[config.mk]
export PLATFORM = sky130hd
export DESIGN_NAME = operand_collect
export DESIGN_NICKNAME = d
export VERILOG_FILES = /design/src/rtl/operand_collect.sv
export SDC_FILE = /design/constraint.sdc
export NUM_CORES = 1
export LEC_CHECK = 0
export CAP_MARGIN = 20
export CORE_MARGIN = 3
export CORE_UTILIZATION = 43
export CTS_CLUSTER_DIAMETER = 200
export CTS_CLUSTER_SIZE = 25
export DETAILED_ROUTE_END_ITERATION = 10
export GPL_ROUTABILITY_DRIVEN = 0
export PLACE_DENSITY = 0.82
export SYNTH_ARGS = -nofsm -noshare
export SYNTH_HDL_FRONTEND = slang
export SYNTH_SLANG_ARGS = --single-unit
[constraint.sdc]
create_clock -name clk -period 3.9 [get_ports clk]
set_clock_uncertainty 0.05 [all_clocks]
set_input_delay 0.78 -clock clk [delete_from_list [all_inputs] [get_ports clk]]
set_output_delay 0.78 -clock clk [all_outputs]
set_load 0.03 [all_outputs]
[src/rtl/operand_collect.sv]
// operand_collect
//   Decode-to-execute operand collection stage. Holds NUM_SRC source operands
//   plus one destination (rd) descriptor. Slots flagged as pending wait for a
//   matching write on any of NUM_WB writeback/forwarding ports. While any
//   slot is pending, the stage requests a stall.
//
// Ports:
//   clk, reset     clock and synchronous active-high reset
//   pause          downstream hold; when 0 the stage loads from decode
//   flush          discard the held instruction
//   de_rs          source values from register read, slot i at [i*XLEN +: XLEN]
//   de_wait        per-slot pending flags, bit NUM_SRC is rd
//   de_tag/de_idx  per-slot bank tag and register index
//   wb_en/wb_add/wb_data  writeback ports, port 0 has highest priority
//   oc_rs          resolved source operands, forwarded in the same cycle
//   oc_rd_tag/oc_rd_idx   held rd descriptor
//   oc_ready       per-slot resolved flag, including this cycle's forwarding
//   oc_pause       stall request, combinational
//   oc_stall_cnt   saturating count of consecutive stall cycles
module operand_collect #(
  parameter int XLEN    = 32,
  parameter int NUM_SRC = 2,
  parameter int NUM_WB  = 5,
  parameter int TAG_W   = 2,
  parameter int IDX_W   = 5,
  parameter int CNT_W   = 8
) (
  input  logic                                clk,
  input  logic                                reset,
  input  logic                                pause,
  input  logic                                flush,
  input  logic [NUM_SRC*XLEN-1:0]             de_rs,
  input  logic [NUM_SRC:0]                    de_wait,
  input  logic [(NUM_SRC+1)*TAG_W-1:0]        de_tag,
  input  logic [(NUM_SRC+1)*IDX_W-1:0]        de_idx,
  input  logic [NUM_WB-1:0]                   wb_en,
  input  logic [NUM_WB*(TAG_W+IDX_W)-1:0]     wb_add,
  input  logic [NUM_WB*XLEN-1:0]              wb_data,
  output logic [NUM_SRC*XLEN-1:0]             oc_rs,
  output logic [TAG_W-1:0]                    oc_rd_tag,
  output logic [IDX_W-1:0]                    oc_rd_idx,
  output logic [NUM_SRC:0]                    oc_ready,
  output logic                                oc_pause,
  output logic [CNT_W-1:0]                    oc_stall_cnt
);

  localparam int NS = NUM_SRC + 1;
  localparam int AW = TAG_W + IDX_W;

  logic [XLEN-1:0]   data_q [NUM_SRC];
  logic [TAG_W-1:0]  tag_q  [NS];
  logic [IDX_W-1:0]  idx_q  [NS];
  logic [NS-1:0]     wait_q;
  logic [CNT_W-1:0]  cnt_q;

  logic [AW-1:0]     slot_addr [NS];
  logic [NUM_WB-1:0] hit       [NS];
  logic [NS-1:0]     any_hit;
  logic [XLEN-1:0]   fwd       [NUM_SRC];

  // Bank tags are 1-based (tag 0 means "no register"), so the physical
  // address uses tag-1 wrapped to TAG_W bits.
  always_comb begin
    for (int i = 0; i < NS; i++) begin
      slot_addr[i] = {TAG_W'(tag_q[i] - TAG_W'(1)), idx_q[i]};
      for (int p = 0; p < NUM_WB; p++) begin
        hit[i][p] = wait_q[i] & wb_en[p] & (wb_add[p*AW +: AW] == slot_addr[i]);
      end
      any_hit[i] = |hit[i];
    end
  end

  // Scan from the highest port down so the lowest-index hitting port wins.
  always_comb begin
    for (int i = 0; i < NUM_SRC; i++) begin
      fwd[i] = data_q[i];
      for (int p = NUM_WB - 1; p >= 0; p--) begin
        if (hit[i][p]) begin
          fwd[i] = wb_data[p*XLEN +: XLEN];
        end
      end
      oc_rs[i*XLEN +: XLEN] = fwd[i];
    end
  end

  assign oc_ready     = ~wait_q | any_hit;
  assign oc_pause     = ~&oc_ready;
  assign oc_rd_tag    = tag_q[NUM_SRC];
  assign oc_rd_idx    = idx_q[NUM_SRC];
  assign oc_stall_cnt = cnt_q;

  // Slot state: reset > flush > load > resolve. A write coincident with a
  // load is not captured; decode sees it through its own bypass.
  // The stall counter holds on a flush edge and clears on the following
  // edge once the stall has dropped.
  always_ff @(posedge clk) begin
    if (reset) begin
      for (int i = 0; i < NUM_SRC; i++) data_q[i] <= '0;
      for (int i = 0; i < NS; i++) begin
        tag_q[i] <= '0;
        idx_q[i] <= '0;
      end
      wait_q <= '0;
      cnt_q  <= '0;
    end else begin
      if (flush) begin
        for (int i = 0; i < NUM_SRC; i++) data_q[i] <= '0;
        for (int i = 0; i < NS; i++) begin
          tag_q[i] <= '0;
          idx_q[i] <= '0;
        end
        wait_q <= '0;
      end else if (!pause) begin
        for (int i = 0; i < NUM_SRC; i++) data_q[i] <= de_rs[i*XLEN +: XLEN];
        for (int i = 0; i < NS; i++) begin
          tag_q[i]  <= de_tag[i*TAG_W +: TAG_W];
          idx_q[i]  <= de_idx[i*IDX_W +: IDX_W];
          wait_q[i] <= de_wait[i] & (de_tag[i*TAG_W +: TAG_W] != '0);
        end
      end else begin
        for (int i = 0; i < NS; i++) begin
          if (any_hit[i]) wait_q[i] <= 1'b0;
        end
        for (int i = 0; i < NUM_SRC; i++) begin
          if (any_hit[i]) data_q[i] <= fwd[i];
        end
      end

      if (!flush) begin
        if (oc_pause) begin
          if (cnt_q != {CNT_W{1'b1}}) cnt_q <= cnt_q + CNT_W'(1);
        end else begin
          cnt_q <= '0;
        end
      end
    end
  end

endmodule

==> out/results.ini, run 1 <==
[timing]
hold_violations=0
period_share_pct=99.16
finalSetupViolations=0
slew_violations=0
tightest_slew_ns=0.6998
max_freq_mhz=258.6
fin_crit_ns=3.867
whs_ns=0.5212
rsz0062_at_grt=true
slew_headroom_pct=53.19

[worst_hold_path]
hp-class=flip-flop to flip-flop
whs_path_depth=2
hold_end=oc_stall_cnt[2]$_SDFFE_PP0P_
hp-start=oc_stall_cnt[2]$_SDFFE_PP0P_

[routing]
drt_iter0_drc=1058
ant_nets=0
dr.pass1.iters=5
vias=10430
totalWireLength_um=41450
drc=0
wl_per_cell_um=24.68
via_per_inst=6.205

[logic_synthesis]
yosysMostFrequentCell=nand2_1
ys_seq_area_share_pct=32.92
yosysTopAreaCell=edfxtp_1
async_reset_ff_share_pct=0
synthTopCellsByCount=nand2_1, edfxtp_1, xor2_1
synth_edf_count=85
synth_seq_cells=96
synthFlopType=edfxtp_1
syn_nets=1259
synth.area.top_cells=edfxtp_1, nand2_1, xor2_1
yosys_warnings=0
synthDistinctLibCells=53
synth_top_cell_area_share_pct=30.31
avgSynthCellArea_um2=8.718
netlist_instances=966
netlist_area_mm2=0.008422

[critical_path]
end_kind=output pin
critPathTopFamily=buffers and inverters
start_kind=input port
reg2reg_slack_ns=0.68
crit_fanout=11
crit_required_ns=3.07
cp_cell_sequence=clkdlybuf4s50_1 -> buf_4 -> xor2_1 -> nor4_2 -> nand3_1 -> buf_6 -> buf_4 -> o21ai_0 -> a31o_2 -> a31oi_2 -> buf_4
cp.arrival_ns=3.04
slowest_delay_ns=0.50
cp_slowest_cell=clkdlybuf4s50_1
cp_num_buf_inv=5
r2r_end=data_q[0][38]$_DFFE_PP_
reg2reg_from=tag_q[0][2]$_SDFFCE_PN0P_
worstSetupPathType=input port to output pin
r2r_cells=11
cpMostUsedCell=buf_4
cp.depth=11

[clocking]
holdBufCountCts=0
htreeDepth=3
clock_path_buffers=2
path_clk_slew_ns=0.07
cts_made_buffers=9
clockRootBuffer=clkbuf_16
cts_tree=built
clock_sinks=96
clock_latency_ns=0.36

[floorplanning]
rows=50
ioPinCount=375
coreArea_mm2=0.01896
die_y_um=146.0
die_area_mm2=0.02130
die_w_um=146.0
initial_core_util_pct=44.43

[placed_design]
hpwl_um=30140
dp.cells=1638
portBuffers=374

[cells_and_area]
multi_input_area_mm2=0.005420
nets=1702
area_growth_pct=67.54
nFillCells=1315
layout-drive-gt1-share_pct=24.26
regArea_mm2=0.002773
fin_cells=1680

[global_route]
grt_max_degree=48
grt_use_total_pct=36.48
grt_pass1_vias=10270
grt_overflow=0
grt_pass1_wl_um=60980
antenna_found_initial=7

[power]
powerDensity_mw_per_mm2=226.4
max-vdd-ir-drop_mv=0.2032
p_leak_nw=5.720

[outcome]
outcome=finished, final reports clean

[flow_run]
drv_cap=0

-- placed cells by master, fill, tap and decap left out, drive strengths merged, types with 9 or more instances in the layout --
| master | Yosys | layout |
|---|---|---|
| edfxtp | 85 | 85 |
| dlymetal6s2s | 0 | 9 |
| a311oi | 14 | 14 |
| nor2 | 35 | 35 |
| o21ai | 38 | 38 |
| a21o | 12 | 12 |
| mux2i | 16 | 16 |
| xor2 | 67 | 67 |
| o22ai | 48 | 48 |
| o22a | 14 | 14 |
| a22o | 64 | 64 |
| a31o | 19 | 19 |
| a21oi | 18 | 18 |
| nor3 | 24 | 24 |
| dlygate4sd2 | 0 | 10 |
| a211o | 19 | 19 |
| inv | 6 | 11 |
| clkdlybuf4s50 | 0 | 287 |
| and2 | 24 | 24 |
| buf | 43 | 227 |
| nand3 | 20 | 20 |
| a31oi | 50 | 50 |
| clkbuf | 55 | 10 |
| xnor2 | 44 | 44 |
| nand2 | 179 | 179 |
| dfxtp | 11 | 11 |
| o21a | 15 | 15 |
| nor4 | 12 | 12 |
-- layout make-up --
type / count / area share, %
Inverter: 6 / 0.1596
Timing Repair Buffer: 535 / 37.17
Antenna cell: 6 / 0.1064
Clock buffer: 9 / 1.596
Sequential cell: 96 / 19.65
Tap cell: 260 / 2.306
Multi-Input combinational cell: 761 / 38.41
Clock inverter: 7 / 0.5941
-- kinds of logic after synthesis --
group                      Yosys count  synth area share [%]
and+or+nand+nor                    318                 17.23
DFF                                 96                 32.92
xor gates and xnor gates           111                 11.99
adders and majority gates            1                0.1485
AOI/OAI and AO/OA                  315                 28.14
muxes                               16                 1.902
buffers and inverters              109                 7.666
-- power by group --
group / switching, mW / leakage, nW / total [mW] / internal (mW)
Clock: 0.464 / 0.155 / 0.978 / 0.514
Combinational: 0.433 / 4.50 / 0.988 / 0.555
Sequential: 0.0559 / 1.07 / 1.23 / 1.17
Total: 0.953 / 5.72 / 3.19 / 2.24
-- worst min-delay path, stage by stage (launching register included) --
cell and delay, ns:
dfxtp_1 0.35, a21oi_1 0.12, nor4_1 0.05
-- how the worst max path moves through the flow --
stage,from,end,slack [ns]
after floorplan,wb_add[25],oc_rs[46],0.24
after global placement,wb_add[25],oc_rs[34],-0.34
after detailed placement,wb_add[22],oc_rs[34],-0.39
after CTS,wb_add[25],oc_rs[58],0.004
after global routing,wb_add[25],oc_rs[34],-0.03
final,wb_add[18],oc_rs[5],0.03
-- what timing repair did --
action	4_1_cts	5_1_grt
cloned	1	1
buffers inserted	5	14
resized for setup	71	53
pin swaps	17	27
endpoints found under the setup margin	65	57
-- routing by layer --
| layer | wire [um] | share of wire [%] | vias up | track usage, % |
|---|---|---|---|---|
| met4 | 2326 | 5.6 | 2 | 19.71 |
| met5 | 13 | 0.031 | - | 0 |
| li1 | - | - | 4491 | - |
| met2 | 19460 | 47 | 753 | 58.66 |
| met1 | 15610 | 38 | 4989 | 46.07 |
| met3 | 4040 | 9.7 | 190 | 7.474 |
-- state kept, by name (all words and copies together), names as in the netlist --
signal,count
oc_stall_cnt,8
wait_q,3
tag_q,6
data_q,64
idx_q,15
-- stage by stage --
step	area, um2	TNS (ns)	utilization [%]	setup WS [ns]	total power, mW
finish	14110	0	74.44	0.03278	3.195
global route	14110	-0.1194	74.44	-0.03354	3.283
global placement	13080	-10.65	69.02	-0.3351	2.153
CTS	13720	0	72.37	0.004167	3.148
floorplan	8422	0	-	0.2376	1.608
detailed placement	13080	-11.49	69.02	-0.3901	2.172
Power figures use the tool's default switching activity.
==> inputs of run 2 (changes only) <==
clock period = 3.75 ns   (was 3.9 ns; I/O delays follow)
==> out/results.ini, run 2 (synthesis results as in run 1) <==
[floorplanning]
die_y_um=146.0
initial_core_util_pct=44.43
rows=50
die_w_um=146.0
ioPinCount=375
coreArea_mm2=0.01896
die_area_mm2=0.02130

[clocking]
holdBufCountCts=0
cts_made_buffers=9
cts_tree=built
clock_path_buffers=2
clock_sinks=96
path_clk_slew_ns=0.07
clock_latency_ns=0.35
htreeDepth=3
clockRootBuffer=clkbuf_16

[timing]
rsz0062_at_grt=true
slew_headroom_pct=60.09
tightest_slew_ns=0.5924
fin_crit_ns=3.733
whs_ns=0.5356
setup-tns-final_ns=0
max_freq_mhz=267.9
slew_violations=0
period_share_pct=99.55
finalSetupViolations=0
hold_violations=0

[routing]
drc=0
drt_iter0_drc=1009
via_per_inst=6.180
vias=10490
dr.pass1.iters=8
ant_nets=0
totalWireLength_um=41810
wl_per_cell_um=24.64

[critical_path]
slowest_delay_ns=0.56
end_kind=output pin
worstSetupPathType=flip-flop to output pin
cp_slowest_cell=or4_4
crit_fanout=6
cp_cell_sequence=xor2_1 -> or4_4 -> or3_4 -> buf_12 -> buf_16 -> nor2_2 -> a211o_1 -> a31oi_4 -> buf_12
crit_required_ns=2.95
cp.arrival_ns=2.93
cpMostUsedCell=buf_12
critPathTopFamily=simple AND/OR/NAND/NOR gates
cp_num_buf_inv=3
start_kind=flip-flop

[placed_design]
portBuffers=374
postPlaceCellArea_mm2=0.01316
hpwl_um=30370

[power]
p_leak_nw=5.839
powerDensity_mw_per_mm2=227.5
max-vdd-ir-drop_mv=0.2116

[global_route]
grt_max_degree=58
grt_use_total_pct=36.23
antenna_found_initial=3
grt_pass1_vias=10330
grt_overflow=0
grt_pass1_wl_um=60660

[outcome]
outcome=finished, final reports clean

[cells_and_area]
largest_register_ffs=64
nets=1722
layout-drive-gt1-share_pct=26.99
final_common_cell=clkdlybuf4s50_1
layout_common_cells=clkdlybuf4s50_1, buf_4, nand2_1, edfxtp_1, xor2_1
area_growth_pct=70.91
nFillCells=1277
design_area_mm2=0.01439
largest-register=data_q

[worst_hold_path]
hp-class=flip-flop to flip-flop

[flow_run]
drv_cap=0

## run 2: cell count changes in the layout (fill, tap and decap cells not counted), sizes merged
cell	delta
buf	+23
clkbuf	+1
clkdlybuf4s50	-4
clkinv	+1
clkinvlp	+2
diode	-3
dlygate4sd2	+2
dlymetal6s2s	-1
inv	-4
## run 2: layer usage
metal / routed length [um] / GRT usage (%) / up-vias
li1: - / - / 4518
met1: 15090 / 45.12 / 4916
met3: 4520 / 7.225 / 212
met2: 19750 / 59.85 / 841
met5: 0 / 0 / -
met4: 2451 / 18.23 / 0
## run 2: cell type report
cell class | instances | area (um2) | area share (%)
multi-input cells | 761 | 5495 | 38.18
inverters | 6 | 22.52 | 0.1565
clock buffers | 10 | 229.0 | 1.591
well taps | 260 | 325.3 | 2.260
clock inverters | 6 | 67.56 | 0.4694
flip-flops and latches | 96 | 2773 | 19.26
repair buffers | 555 | 5474 | 38.03
diodes | 3 | 7.507 | 0.05216
## run 2: final timing paths
kind                                                endpoint  slack (ns)  cells past startpoint                         start
worst max register to register       data_q[0][36]$_DFFE_PP_        0.67                     11     idx_q[0][6]$_SDFFCE_PN0P_
worst min register to register  oc_stall_cnt[7]$_SDFFE_PP0P_        0.54                      2  oc_stall_cnt[7]$_SDFFE_PP0P_
worst min-delay path            oc_stall_cnt[7]$_SDFFE_PP0P_        0.54                      2  oc_stall_cnt[7]$_SDFFE_PP0P_
worst max-delay path                               oc_rs[38]        0.02                      9     idx_q[0][6]$_SDFFCE_PN0P_
## run 2: timing repair
action                     CTS  global route
buffers inserted            14            15
resized for setup           88            74
setup endpoints to repair   65            67
cloned                       3             2
pin swaps                   30            33
## run 2: report_power, final
part | leakage (nW) | total (mW) | switching, mW | internal [mW]
clock network | 0.139 | 0.961 | 0.440 | 0.521
logic | 4.63 | 1.04 | 0.457 | 0.582
registers | 1.07 | 1.27 | 0.0544 | 1.22
## run 2: worst register-to-register path, delay by kind of cell (launching register included)
family / cells / cell delay, ns
AOI/OAI and AO/OA: 3 / 0.43
DFF: 1 / 0.49
and+or+nand+nor: 3 / 1.08
xor gates and xnor gates: 1 / 0.19
buffers and inverters: 4 / 0.61
## run 2: per-stage QoR
step / utilization [%] / setup WS [ns] / cells / total power, mW
finish: 75.93 / 0.01669 / 1697 / 3.275
global route: 75.93 / -0.02609 / 1697 / 3.376
CTS: 73.45 / 0.003196 / 1678 / 3.237
detailed placement: 69.43 / -0.4733 / 1645 / 2.264
global placement: 69.43 / -0.4508 / 1645 / 2.245
floorplan: - / 0.1476 / 966 / 1.672
==> inputs of run 3 (changes only) <==
SLEW_MARGIN = 10   (was not set)
==> results of run 3 <==
No change in the layout: final DEF, timing and power equal those of run 2.
